### src/rtl/pll_reset_sequencer_pkg.sv
// Shared types and helpers for the PLL reset sequencer.
// Holds the debug-visible state encoding and the counter width function.
package pll_reset_sequencer_pkg;

    typedef enum logic [2:0] {
        ST_WAIT_LOCK = 3'd0,
        ST_STABILIZE = 3'd1,
        ST_RELEASE   = 3'd2,
        ST_RUN       = 3'd3,
        ST_SOFT_HOLD = 3'd4
    } seq_state_e;

    // Bits needed to hold values 0..max_val, never less than one.
    function automatic int cnt_width(input int max_val);
        return (max_val < 2) ? 1 : $clog2(max_val + 1);
    endfunction

endpackage

### src/rtl/pll_reset_sequencer_sync_ff.sv
// Multi-flop synchronizer bringing the asynchronous PLL lock into the clock domain.
// The chain clears on reset so a fresh lock is always seen as a rising event.
module sync_ff #(
    parameter int SYNC_STAGES = 2
) (
    input  logic clock,
    input  logic reset_n,
    input  logic d,
    output logic q
);

    logic [SYNC_STAGES-1:0] sync_q;
    logic [SYNC_STAGES-1:0] sync_d;

    always_comb begin
        sync_d = {sync_q[SYNC_STAGES-2:0], d};
    end

    always_ff @(posedge clock or negedge reset_n) begin
        if (!reset_n) begin
            sync_q <= '0;
        end else begin
            sync_q <= sync_d;
        end
    end

    assign q = sync_q[SYNC_STAGES-1];

endmodule

### src/rtl/pll_reset_sequencer.sv
// Waits for a stable PLL lock, then releases staged resets one at a time;
// re-asserts them all on lock loss or on a soft request, and counts lock losses.
//
// state        | meaning
// WAIT_LOCK    | all resets held, waiting for synchronized lock
// STABILIZE    | all resets held, counting consecutive locked cycles
// RELEASE      | dropping reset bits in index order, one per gap
// RUN          | every reset released
// SOFT_HOLD    | all resets held for one gap after a soft request
module pll_reset_sequencer
    import pll_reset_sequencer_pkg::*;
#(
    parameter int SYNC_STAGES        = 2,
    parameter int LOCK_STABLE_CYCLES = 1024,
    parameter int STAGE_GAP_CYCLES   = 16,
    parameter int NUM_RESETS         = 3,
    parameter int LOSS_CNT_W         = 8
) (
    input  logic                  clock,
    input  logic                  reset_n,
    input  logic                  pll_locked,
    input  logic                  soft_reset_req,
    output logic [NUM_RESETS-1:0] rst_out,
    output logic                  all_released,
    output logic [2:0]            seq_state,
    output logic [LOSS_CNT_W-1:0] lock_loss_count
);

    localparam int CNT_MAX = ((LOCK_STABLE_CYCLES > STAGE_GAP_CYCLES) ?
                              LOCK_STABLE_CYCLES : STAGE_GAP_CYCLES) - 1;
    localparam int CNT_W   = cnt_width(CNT_MAX);
    localparam int IDX_W   = cnt_width(NUM_RESETS - 1);

    localparam logic [CNT_W-1:0] STABLE_LAST = CNT_W'(LOCK_STABLE_CYCLES - 1);
    localparam logic [CNT_W-1:0] GAP_LAST    = CNT_W'(STAGE_GAP_CYCLES - 1);
    localparam logic [IDX_W-1:0] IDX_LAST    = IDX_W'(NUM_RESETS - 1);

    logic locked_s;

    sync_ff #(
        .SYNC_STAGES(SYNC_STAGES)
    ) u_lock_sync (
        .clock  (clock),
        .reset_n(reset_n),
        .d      (pll_locked),
        .q      (locked_s)
    );

    seq_state_e            state_q, state_d;
    logic [CNT_W-1:0]      cnt_q, cnt_d;
    logic [IDX_W-1:0]      idx_q, idx_d;
    logic [NUM_RESETS-1:0] rst_q, rst_d;
    logic                  all_rel_q, all_rel_d;
    logic [LOSS_CNT_W-1:0] loss_q, loss_d;

    logic                  lock_lost;
    logic                  enter_rel;
    logic [IDX_W-1:0]      idx_nxt;

    always_comb begin
        state_d   = state_q;
        cnt_d     = cnt_q;
        idx_d     = idx_q;
        rst_d     = rst_q;
        all_rel_d = all_rel_q;
        loss_d    = loss_q;
        lock_lost = 1'b0;
        enter_rel = 1'b0;
        idx_nxt   = idx_q + 1'b1;

        case (state_q)
            ST_WAIT_LOCK: begin
                rst_d     = '1;
                all_rel_d = 1'b0;
                if (locked_s) begin
                    cnt_d   = '0;
                    state_d = ST_STABILIZE;
                end
            end
            ST_STABILIZE: begin
                if (!locked_s) begin
                    state_d = ST_WAIT_LOCK;
                end else if (cnt_q == STABLE_LAST) begin
                    enter_rel = 1'b1;
                end else begin
                    cnt_d = cnt_q + 1'b1;
                end
            end
            ST_RELEASE: begin
                if (!locked_s) begin
                    lock_lost = 1'b1;
                end else if (cnt_q == GAP_LAST) begin
                    cnt_d          = '0;
                    idx_d          = idx_nxt;
                    rst_d[idx_nxt] = 1'b0;
                    if (idx_nxt == IDX_LAST) begin
                        state_d   = ST_RUN;
                        all_rel_d = 1'b1;
                    end
                end else begin
                    cnt_d = cnt_q + 1'b1;
                end
            end
            ST_RUN: begin
                if (!locked_s) begin
                    lock_lost = 1'b1;
                end else if (soft_reset_req) begin
                    state_d   = ST_SOFT_HOLD;
                    rst_d     = '1;
                    all_rel_d = 1'b0;
                    cnt_d     = '0;
                end
            end
            ST_SOFT_HOLD: begin
                if (!locked_s) begin
                    lock_lost = 1'b1;
                end else if (cnt_q == GAP_LAST) begin
                    enter_rel = 1'b1;
                end else begin
                    cnt_d = cnt_q + 1'b1;
                end
            end
            default: begin
                state_d = ST_WAIT_LOCK;
            end
        endcase

        // Bit 0 drops on the very edge that enters RELEASE; a single reset skips straight to RUN.
        if (enter_rel) begin
            cnt_d    = '0;
            idx_d    = '0;
            rst_d    = '1;
            rst_d[0] = 1'b0;
            if (NUM_RESETS == 1) begin
                state_d   = ST_RUN;
                all_rel_d = 1'b1;
            end else begin
                state_d = ST_RELEASE;
            end
        end

        if (lock_lost) begin
            state_d   = ST_WAIT_LOCK;
            rst_d     = '1;
            all_rel_d = 1'b0;
            cnt_d     = '0;
            if (loss_q != '1) begin
                loss_d = loss_q + 1'b1;
            end
        end
    end

    always_ff @(posedge clock or negedge reset_n) begin
        if (!reset_n) begin
            state_q   <= ST_WAIT_LOCK;
            cnt_q     <= '0;
            idx_q     <= '0;
            rst_q     <= '1;
            all_rel_q <= 1'b0;
            loss_q    <= '0;
        end else begin
            state_q   <= state_d;
            cnt_q     <= cnt_d;
            idx_q     <= idx_d;
            rst_q     <= rst_d;
            all_rel_q <= all_rel_d;
            loss_q    <= loss_d;
        end
    end

    assign rst_out         = rst_q;
    assign all_released    = all_rel_q;
    assign seq_state       = state_q;
    assign lock_loss_count = loss_q;

endmodule

### config.mk
export PLATFORM = sky130hd
export DESIGN_NAME = pll_reset_sequencer
export DESIGN_NICKNAME = d
export VERILOG_FILES = /design/src/rtl/pll_reset_sequencer_pkg.sv /design/src/rtl/pll_reset_sequencer_sync_ff.sv /design/src/rtl/pll_reset_sequencer.sv
export SDC_FILE = /design/constraint.sdc
export NUM_CORES = 1
export LEC_CHECK = 0
export ABC_AREA = 1
export BUFFER_PORTS_ARGS = -buffer_cell sky130_fd_sc_hd__buf_2
export CAP_MARGIN = 20
export CORE_AREA = 2 2 58 88
export DETAILED_ROUTE_END_ITERATION = 8
export DIE_AREA = 0 0 60 90
export SLEW_MARGIN = 20
export SYNTH_ARGS = -nofsm -noshare
export SYNTH_HDL_FRONTEND = slang
export SYNTH_SLANG_ARGS = --single-unit
export TNS_END_PERCENT = 1
### constraint.sdc
create_clock -name clock -period 1.56 [get_ports clock]
set_input_delay 0.234 -clock clock [delete_from_list [all_inputs] [get_ports clock]]
set_output_delay 0.234 -clock clock [all_outputs]
set_load 0.01 [all_outputs]
==> results of run 1 <==
path summary, 6_finish.rpt:
path,startpoint,end,slack [ns],depth (start not counted)
worst max-delay path,cnt_q[1],seq_state[0],-0.03,8
worst min-delay path,reset_n,idx_q[1],-0.02,1
worst max register to register,cnt_q[1],seq_state[0],-0.03,8
worst min register to register,u_lock_sync.sync_q[0],u_lock_sync.sync_q[1],0.36,0
max in group asynchronous,reset_n,cnt_q[0],1.14,1
min in group clock,pll_locked,u_lock_sync.sync_q[0],0.06,1
placed cells by master (no fill, tap or decap), types with 2 or more instances in the layout:
cell type and n:
nand4_1 3, o21ai_1 9, bufinv_16 2, nand3_2 4, nand2_2 7, dfstp_2 3
clkbuf_8 5, xor2_1 10, nand3_1 17, nor2_2 5, nand3b_1 3, ha_1 4
inv_2 5, nor2_4 3, buf_2 18, nor3_4 2, buf_4 27, nand2_1 54
o21bai_1 3, dfrtp_1 26, nand2_4 4, xnor2_1 4, a21oi_1 5, o21ai_0 2
nor2_1 10, inv_1 23
cell type report:
type | count | share of cell area, %
clock buffers | 5 | 2.90
clock inverters | 3 | 2.74
inverters | 29 | 4.69
multi-input cells | 160 | 42.3
flip-flops and latches | 29 | 30.7
well taps | 66 | 3.48
repair buffers | 46 | 13.2
flip-flops by register name, indices dropped and copies added, names as in the netlist:
| signal | flops |
|---|---|
| cnt_q | 10 |
| lock_loss_count | 8 |
| rst_out | 3 |
| seq_state | 3 |
| idx_q | 2 |
| u_lock_sync.sync_q | 2 |
| all_released | 1 |
metrics by stage:
step           setup WS [ns]  instance area [sq um]  hold WS, ns  instances
2_1_floorplan         0.0250                   1800      -0.0616        220
3_3_place_gp         -0.0544                   2150        0.308        326
3_5_place_dp         -0.0455                   2150        0.312        326
4_1_cts              -0.0496                   2290     0.000496        334
5_1_grt               -0.162                   2380       0.0371        338
6_report             -0.0290                   2380      -0.0231        338
cells by family (layout without fill, tap and decap cells):
kind of cell             after synthesis  in the layout
multiplexers                           1              1
AND/OR/NAND/NOR                      117            117
AO/OA/AOI/OAI                         23             23
buffers and inverters                 31             83
flip-flops                            29             29
XOR/XNOR                              14             14
adder cells (fa/ha/maj)                5              5
repair_timing:
action                     in CTS  in global routing
gates resized for setup         1                 17
setup endpoints to repair      17                 26
setup buffers                   0                  4
pin swaps                       0                 12
routing by layer:
layer | global-route usage [%] | wire length [um]
met5 | 0 | 0
met4 | 6.11 | 81
met3 | 3.45 | 68
met2 | 29.0 | 2160
met1 | 18.1 | 1560
power breakdown:
group          internal [uW]  leakage, uW  switching (uW)
sequential               860     0.000381            59.2
clock                    634    0.0000681             306
combinational            356     0.000785             482
==> metrics, run 1 <==
Worst Path Max Fanout=5; die area=between 0.005 and 0.006 sq mm; Remaining DRCs=0; Avg Inst Size Synth=between 8 and 9 sq um; Worst Skew=approximately 0.0096 ns; Root Buffer=clkbuf_8; initial antenna violation count=0; depth of the CTS H-tree=2; setup violators final=3; Slew HR=roughly 55%; first-pass GRT wire length=around 6.8 mm; DR vias/cell=between 4 and 5; ANT nets after route=0; ANT cells=0; Final TNS setup=-0.0522 ns; Overall Power=2700 uW; final hold vios=26; XOR/XNOR Fraction of Synth Area=6.80%; largest net degree at the start of global routing=30; area grow syn2layout=31.7%; final max-slew violation count=0; Post-synth ARST share=100%; multi-input logic area=approximately 0.0010 sq mm; Synth warnings=0; critical path's top delay family=simple AND/OR/NAND/NOR gates; Yosys top cell by area=dfrtp_1; via count=approximately 1,600; f_max=629 MHz; Crit-path slowest cell=dfrtp_1; Worst path max stage delay=0.36 ns; VDD IR-drop max=between 500 and 600 uV; critical path type=register to register; Post-Route Hold Slack=-0.0231 ns; worst endpoint data arrival time=roughly 1.8 ns; core box area=between 0.004 and 0.005 sq mm; post-synthesis cell type count=31; synth top area cells=dfrtp_1 (36%), nand2_1 (11%), inv_1 (5.0%), xor2_1 (4.9%), nand3_1 (4.7%); total track usage=between 15 and 20%; Die Y=roughly 90 um; CP bufs+invs=0; Post-synth EDFFs=0; Synth Register Bits=29; vias in the first global route=1,568; CP most frequent cell=nand2_1; Tcrit/Tclk final=102%; CTS tree=done; dominant cell by count in the synthesized netlist=nand2_1; clk_lat worst skew=between 0.2 and 0.3 ns; Syn Inst Count=220; Synth Area in Adders=3.47%; sequential-to-total area share from yosys stat=a little over 40%; HPWL Detailed=slightly below 3 mm; top cell type's share of synthesized area=around 36%; port bufs=18; Data required, critical path=between 1.5 and 2 ns; routed wire length=between 3 and 4 mm; largest family of logic cells by synthesized area=simple AND/OR/NAND/NOR gates; CTS sink count=29; Critical Path Sink Type=register; FF+latch area=roughly 730 sq um; Slew @ Worst Pin=about 0.67 ns; share of layout cells above drive strength 1=34.9%; final core utilization=between 50% and 60%; Initial Util=between 30 and 40%; hold_buf cts=0; Top FF cell, synth=dfrtp_1; crit path cell chain=ha_2, nand2_2, nor2_4, nand4_1, a31oi_4, nand3_2, nand2_1, nand2_1; fillers=~450; global placer's final weighted congestion=0.852; Max Buffers Root-to-Sink=2; DIE WIDTH=60 um; Final nets=280; crit start category=register; HP Class=primary input to asynchronous set/reset pin; total CTS buffers=5; routed len/inst=11.5 um; pwr/cell area=between 1000 and 1500 mW/mm^2; final worst slack=-0.0290 ns; First DRT Iteration DRCs=62; syn_nets=229; Mapped Area=about 0.0018 sq mm; Post-Synth Simple-Gate Area=33.0%; drt pass-1 iters=5; Post-synth top cells=nand2_1 (55), dfrtp_1 (26), inv_1 (24), nand3_1 (17), nor2_1 (14); crit path time final=1.59 ns; Placement Rows=31; Leakage=0.00123 uW; status=complete, but fails checks; Remaining Overflow, GRT=0; failing checks=negative hold slack, negative setup slack; max cap viols=0; RSZ-0062 raised after global routing=true; I/O pin count=19; mux cell area share after synthesis=less than 1%; CTS clk-pin slew, worst paths=roughly 0.070 ns; compound-cell area share of the yosys netlist=under 10%
Note: power is estimated with default switching activity, not from simulation.
==> inputs of run 2 (changes only) <==
Settings changed: CAP_MARGIN 20 to not set, PLACE_DENSITY set to 0.58.
==> run 2 against run 1 <==
Against the previous run:
- the run ends with negative setup slack left
- sequential share of layout area rose by 1.2 points
- non-clock buffer count fell by 5
- flip-flop and latch count did not move
- cell count fell by 1.5%
- largest cell class unchanged
==> metrics, run 2 (synthesized netlist as in run 1, its figures left out) <==
Slew @ Worst Pin=0.384 ns (-0.285 ns); First DRT Iteration DRCs=44 (-29%); crit path cell chain=ha_2, nand2_2, nor2_4, inv_2, nor2_1, nand2_1, mux2_4, nand2_1, inv_1; Overall Power=2330 uW (-14%); fillers=478 (+5.3%); most common cell after layout, fill and taps aside=nand2_1; port bufs=18 (unchanged); failing checks=negative setup slack; commonest cells after routing, fill and taps aside=nand2_1 (54), inv_1 (24), dfrtp_1 (24); clock group share of total power=26.4% (-8.5 points); ANT cells=0 (unchanged); I/O pin count=19 (unchanged); Data required, critical path=1.75 ns (+0.02 ns); critical path's top delay family=simple AND/OR/NAND/NOR gates; CP bufs+invs=2 (+2); Worst Skew=0.00636 ns (-0.00322 ns); via count=1,547 (-1.2%); multi-input logic area=0.00100 sq mm (-0.37%); max reg flops=10 (unchanged); CTS sink count=29 (unchanged); Sw Share=35.7% (+4.3 points); critical path type=register to register; Post-Route Hold Slack=0.0576 ns (+0.0807 ns); Sw Pwr=832 uW (-1.8%); routed len/inst=12.0 um (+4.7%); Remaining DRCs=0 (unchanged); combinational share of power=34.0% (+2.9 points); VDD IR-drop max=641 uV (+26%); Placement Rows=31 (unchanged); Die Y=90 um (unchanged); max cap viols=0 (unchanged); DR vias/cell=4.65 (+0.33%); Flop pwr share=39.6% (+5.5 points); hold_sp=pll_locked; Area after DPL=0.00213 sq mm (-1.0%); CTS tree=done; Slew HR=74.4% (+19 points); f_max=633 MHz (+0.61%); Crit-path slowest cell=dfrtp_1; pwr/cell area=1020 mW/mm^2 (-10%); CTS clk-pin slew, worst paths=0.07 ns (about the same); routed wire length=3.99 mm (+3.2%); ANT nets after route=0 (unchanged); Worst Path Max Fanout=4 (-1); area grow syn2layout=27.0%; final worst slack=-0.0194 ns (+0.00957 ns); P_int=1500 uW (-19%); die area=0.00540 sq mm (unchanged); vias in the first global route=1,608 (+2.6%); total CTS buffers=5 (unchanged); crit path time final=1.58 ns (-0.00957 ns); global placer's final weighted congestion=0.892 (+4.7%); core box area=0.00469 sq mm (unchanged); largest net degree at the start of global routing=30 (unchanged); worst slack, placed=-0.0809 ns (-0.0354 ns); first-pass GRT wire length=7.04 mm (+3.0%); initial antenna violation count=0 (unchanged); DIE WIDTH=60 um (unchanged); drt pass-1 iters=4 (-1); Final nets=275 (-1.8%); worst endpoint data arrival time=1.76 ns (about the same); share of layout cells above drive strength 1=33.7% (-1.2 points); Initial Util=38.4% (unchanged); Worst path max stage delay=0.36 ns (about the same); Tcrit/Tclk final=101% (-0.61 points); HPWL Detailed=3.09 mm (+6.0%); status=complete, but fails checks; Max Buffers Root-to-Sink=2 (unchanged); Critical Path Sink Type=register; Remaining Overflow, GRT=0 (unchanged); HP Class=primary input to register; placed insts=323 (-0.92%); final hold vios=0 (-100%); setup violators final=3 (unchanged); CP most frequent cell=nand2_1; Largest Register=cnt_q; Crit Reg-Reg Startpoint=cnt_q[1]; post-route cell area=0.00229 sq mm (-3.5%); Root Buffer=clkbuf_8; fin cells=333 (-1.5%); FF+latch area=732 sq um (+0.34%); total track usage=16.9% (+0.61 points); crit path launch=cnt_q[1]; final max-slew violation count=0 (unchanged); Leakage=0.00117 uW (-5.0%); depth of the CTS H-tree=2 (unchanged); RSZ-0062 raised after global routing=true; clk_lat worst skew=0.28 ns (about the same); crit start category=register
## run 2: path summary, 6_finish.rpt
check	endpoint	slack [ns]	depth (start not counted)
min in group asynchronous	all_released	0.48	3
min reg2reg	u_lock_sync.sync_q[1]	0.35	0
max reg2reg	idx_q[1]	-0.02	9
max	idx_q[1]	-0.02	9
min	u_lock_sync.sync_q[0]	0.06	1
max in group asynchronous	rst_out[1]	0.76	3
## run 2: power groups by stage
stage / sequential (uW) / combinational [uW] / clock, uW
global placement: 931 / 780 / 0
floorplan: 970 / 447 / 0
detailed placement: 935 / 783 / 0
CTS: 921 / 795 / 647
global route: 940 / 889 / 675
finish: 924 / 793 / 615
## run 2: repair_timing
action                                  in CTS  in global routing
buffers inserted                             0                  1
gates resized for setup                      8                 10
endpoints found under the hold margin       26                  0
pin swaps                                    2                  4
hold buffers                                 1                  0
endpoints found under the setup margin      19                 25
## run 2: worst reg2reg max path, cell delays in order, from the launching register on
cell	delay, ns
dfrtp_1	0.36
ha_2	0.19
nand2_2	0.07
nor2_4	0.12
inv_2	0.06
nor2_1	0.15
nand2_1	0.13
mux2_4	0.31
nand2_1	0.06
inv_1	0.04
## run 2: cell type report
cell class                 count  share of cell area (%)
multi-input combinational    160                    43.7
sequential                    29                    31.9
timing repair buffer          41                    12.1
inverter                      29                    4.86
tap                           66                    3.60
clock buffer                   5                    3.00
clock inverter                 3                   0.764
## run 2: layer usage
metal | wire, um | global-route usage [%]
met4 | 102 | 7.22
met1 | 1560 | 17.7
met5 | 0 | 0
met2 | 2270 | 31.0
met3 | 61 | 3.17
## run 2: metrics by stage
step	utilization, %	TNS [ns]
final	48.8	-0.0341
after global routing	48.8	-1.66
after CTS	48.0	-0.0688
after detailed placement	45.4	-0.431
after global placement	45.4	-0.307
after floorplan	-	0
==> inputs of run 3 (changes only) <==
Settings changed: CTS_BUF_LIST set to sky130_fd_sc_hd__clkbuf_4.
==> run 3 against run 2 <==
Against the previous run:
- the run still ends with negative setup slack left
- hold slack better by 0.30 ns
- cell count did not move
- first-iteration DRC count shrank 23%
- clock skew rose by 0.0058 ns
- non-clock buffer count unchanged
- maximum frequency increased by 0.40%
==> metrics, run 3 (synthesized netlist as in run 1, its figures left out) <==
status=complete, but fails checks; failing checks=negative setup slack; die area=0.00540 sq mm (unchanged); RSZ-0062 raised after global routing=true; CTS tree=done; Leakage=0.00117 uW (about the same); clock group share of total power=21.1% (-5.3 points); post-route cell area=0.00228 sq mm (-0.66%); Crit Reg-Reg Startpoint=seq_state[2]; Placement Rows=31 (unchanged); HPWL Detailed=3.09 mm (unchanged); First DRT Iteration DRCs=34 (-23%); Crit-path slowest cell=dfrtp_2; Root Buffer=clkbuf_4; f_max=636 MHz (+0.40%); fillers=479 (+0.21%); critical path type=register to register; VDD IR-drop max=558 uV (-13%); Worst path max stage delay=0.46 ns (+0.10 ns); commonest cells after routing, fill and taps aside=nand2_1 (55), dfrtp_1 (24), inv_1 (23); Final nets=275 (unchanged); Slew HR=74.7% (+0.27 points); depth of the CTS H-tree=2 (unchanged); max cap viols=0 (unchanged); P_int=1360 uW (-9.1%); vias in the first global route=1,606 (-0.12%); FF+latch area=732 sq um (unchanged); post-CTS setup buffer count=0 (unchanged); core box area=0.00469 sq mm (unchanged); area grow syn2layout=26.2%; final max-slew violation count=0 (unchanged); Sw Share=37.2% (+1.5 points); Remaining Overflow, GRT=0 (unchanged); clk_lat worst skew=0.34 ns (+0.06 ns); DIE WIDTH=60 um (unchanged); Remaining DRCs=0 (unchanged); final worst slack=-0.0131 ns (+0.00628 ns); HP Class=register to register; Largest Register=cnt_q; crit start category=register; hold_sp=u_lock_sync.sync_q[0]; largest net degree at the start of global routing=30 (unchanged); worst endpoint data arrival time=1.79 ns (+0.03 ns); crit path launch=seq_state[2]; ANT nets after route=0 (unchanged); setup violators final=3 (unchanged); CTS sink count=29 (unchanged); CTS clk-pin slew, worst paths=0.09 ns (+0.02 ns); Post-Route Hold Slack=0.359 ns (+0.301 ns); ANT cells=0 (unchanged); Final TNS setup=-0.0293 ns (+0.00474 ns); Sw Pwr=808 uW (-2.8%); DR vias/cell=4.65 (+0.19%); routed len/inst=12.1 um (+1.2%); Worst Path Max Fanout=6 (+2); share of layout cells above drive strength 1=34.5% (+0.75 points); max reg flops=10 (unchanged); via count=1,550 (+0.19%); routed wire length=4.04 mm (+1.2%); global placer's final weighted congestion=0.892 (unchanged); Area after DPL=0.00213 sq mm (unchanged); most common cell after layout, fill and taps aside=nand2_1; total track usage=17.0% (+0.085 points); Overall Power=2170 uW (-6.8%); Slew @ Worst Pin=0.379 ns (-0.00411 ns); final hold vios=0 (unchanged); Die Y=90 um (unchanged); Data required, critical path=1.78 ns (+0.03 ns); Worst Skew=0.0122 ns (+0.00582 ns); crit path cell chain=inv_2, nand2_2, inv_2, nand2_4, nor2_4, buf_4, nand2_1, nand2_1, inv_1, nand3_2, o21bai_1; multi-input logic area=0.00102 sq mm (+1.6%); total CTS buffers=5 (unchanged); pwr/cell area=954 mW/mm^2 (-6.2%); Initial Util=38.4% (unchanged); initial antenna violation count=0 (unchanged); crit path time final=1.57 ns (-0.00628 ns); combinational share of power=36.5% (+2.5 points); FF-to-FF setup slack=-0.01 ns (about the same); Max Buffers Root-to-Sink=2 (unchanged); port bufs=18 (unchanged); Tcrit/Tclk final=101% (-0.40 points); I/O pin count=19 (unchanged); first-pass GRT wire length=7.11 mm (+0.98%); drt pass-1 iters=4 (unchanged); Flop pwr share=42.4% (+2.8 points); Critical Path Sink Type=register
==> run 3: cell types whose count changed in the layout (fill, tap and decap cells not counted), sizes merged <==
cell         before  now
buf              40   39
dlygate4sd3       1    2
==> run 3: what timing repair did <==
action	in CTS	in global routing
hold buffers	2	0
gates resized for setup	10	11
setup endpoints to repair	18	26
endpoints found under the hold margin	27	0
pin swaps	3	2
==> run 3: per-stage QoR <==
step / util (%) / cells / worst slack (ns)
CTS: 47.7 / 333 / -0.0171
global route: 48.5 / 333 / -0.158
floorplan: - / 220 / 0.0250
global placement: 45.4 / 323 / -0.0767
detailed placement: 45.4 / 323 / -0.0809
finish: 48.5 / 333 / -0.0131
==> run 3: per-layer routing <==
layer	wire length [um]	part of all wire [%]	GRT usage, %
met4	104	2.6	7.22
met2	2310	57	31.1
met5	0	0	0
met1	1560	39	18.1
met3	62	1.5	2.73
==> run 3: final cells by class <==
class	instances	share of cell area [%]
Sequential cell	29	32.1
Multi-Input combinational cell	160	44.7
Tap cell	66	3.63
Clock buffer	5	1.65
Inverter	29	4.78
Timing Repair Buffer	41	12.3
Clock inverter	3	0.769
==> run 3: worst max-delay path, delay by kind of cell, from the launching register on <==
family / cells / cell delay [ns]
AO/OA/AOI/OAI: 1 / 0.07
flip-flops: 1 / 0.46
AND/OR/NAND/NOR: 6 / 0.55
buffers and inverters: 4 / 0.39
==> run 3: path summary, 6_finish.rpt <==
path / end / cells after the start
max: seq_state[2] / 11
min: u_lock_sync.sync_q[1] / 0
max reg2reg: seq_state[2] / 11
min reg2reg: u_lock_sync.sync_q[1] / 0
max in group asynchronous: rst_out[0] / 3
min in group asynchronous: all_released / 3
==> run 3: power by group through the flow <==
stage	clock network, uW	registers [uW]	logic, uW
after floorplan	0	970	447
after global routing	522	940	887
after CTS	488	922	798
final	457	922	792
after global placement	0	931	780
after detailed placement	0	935	783
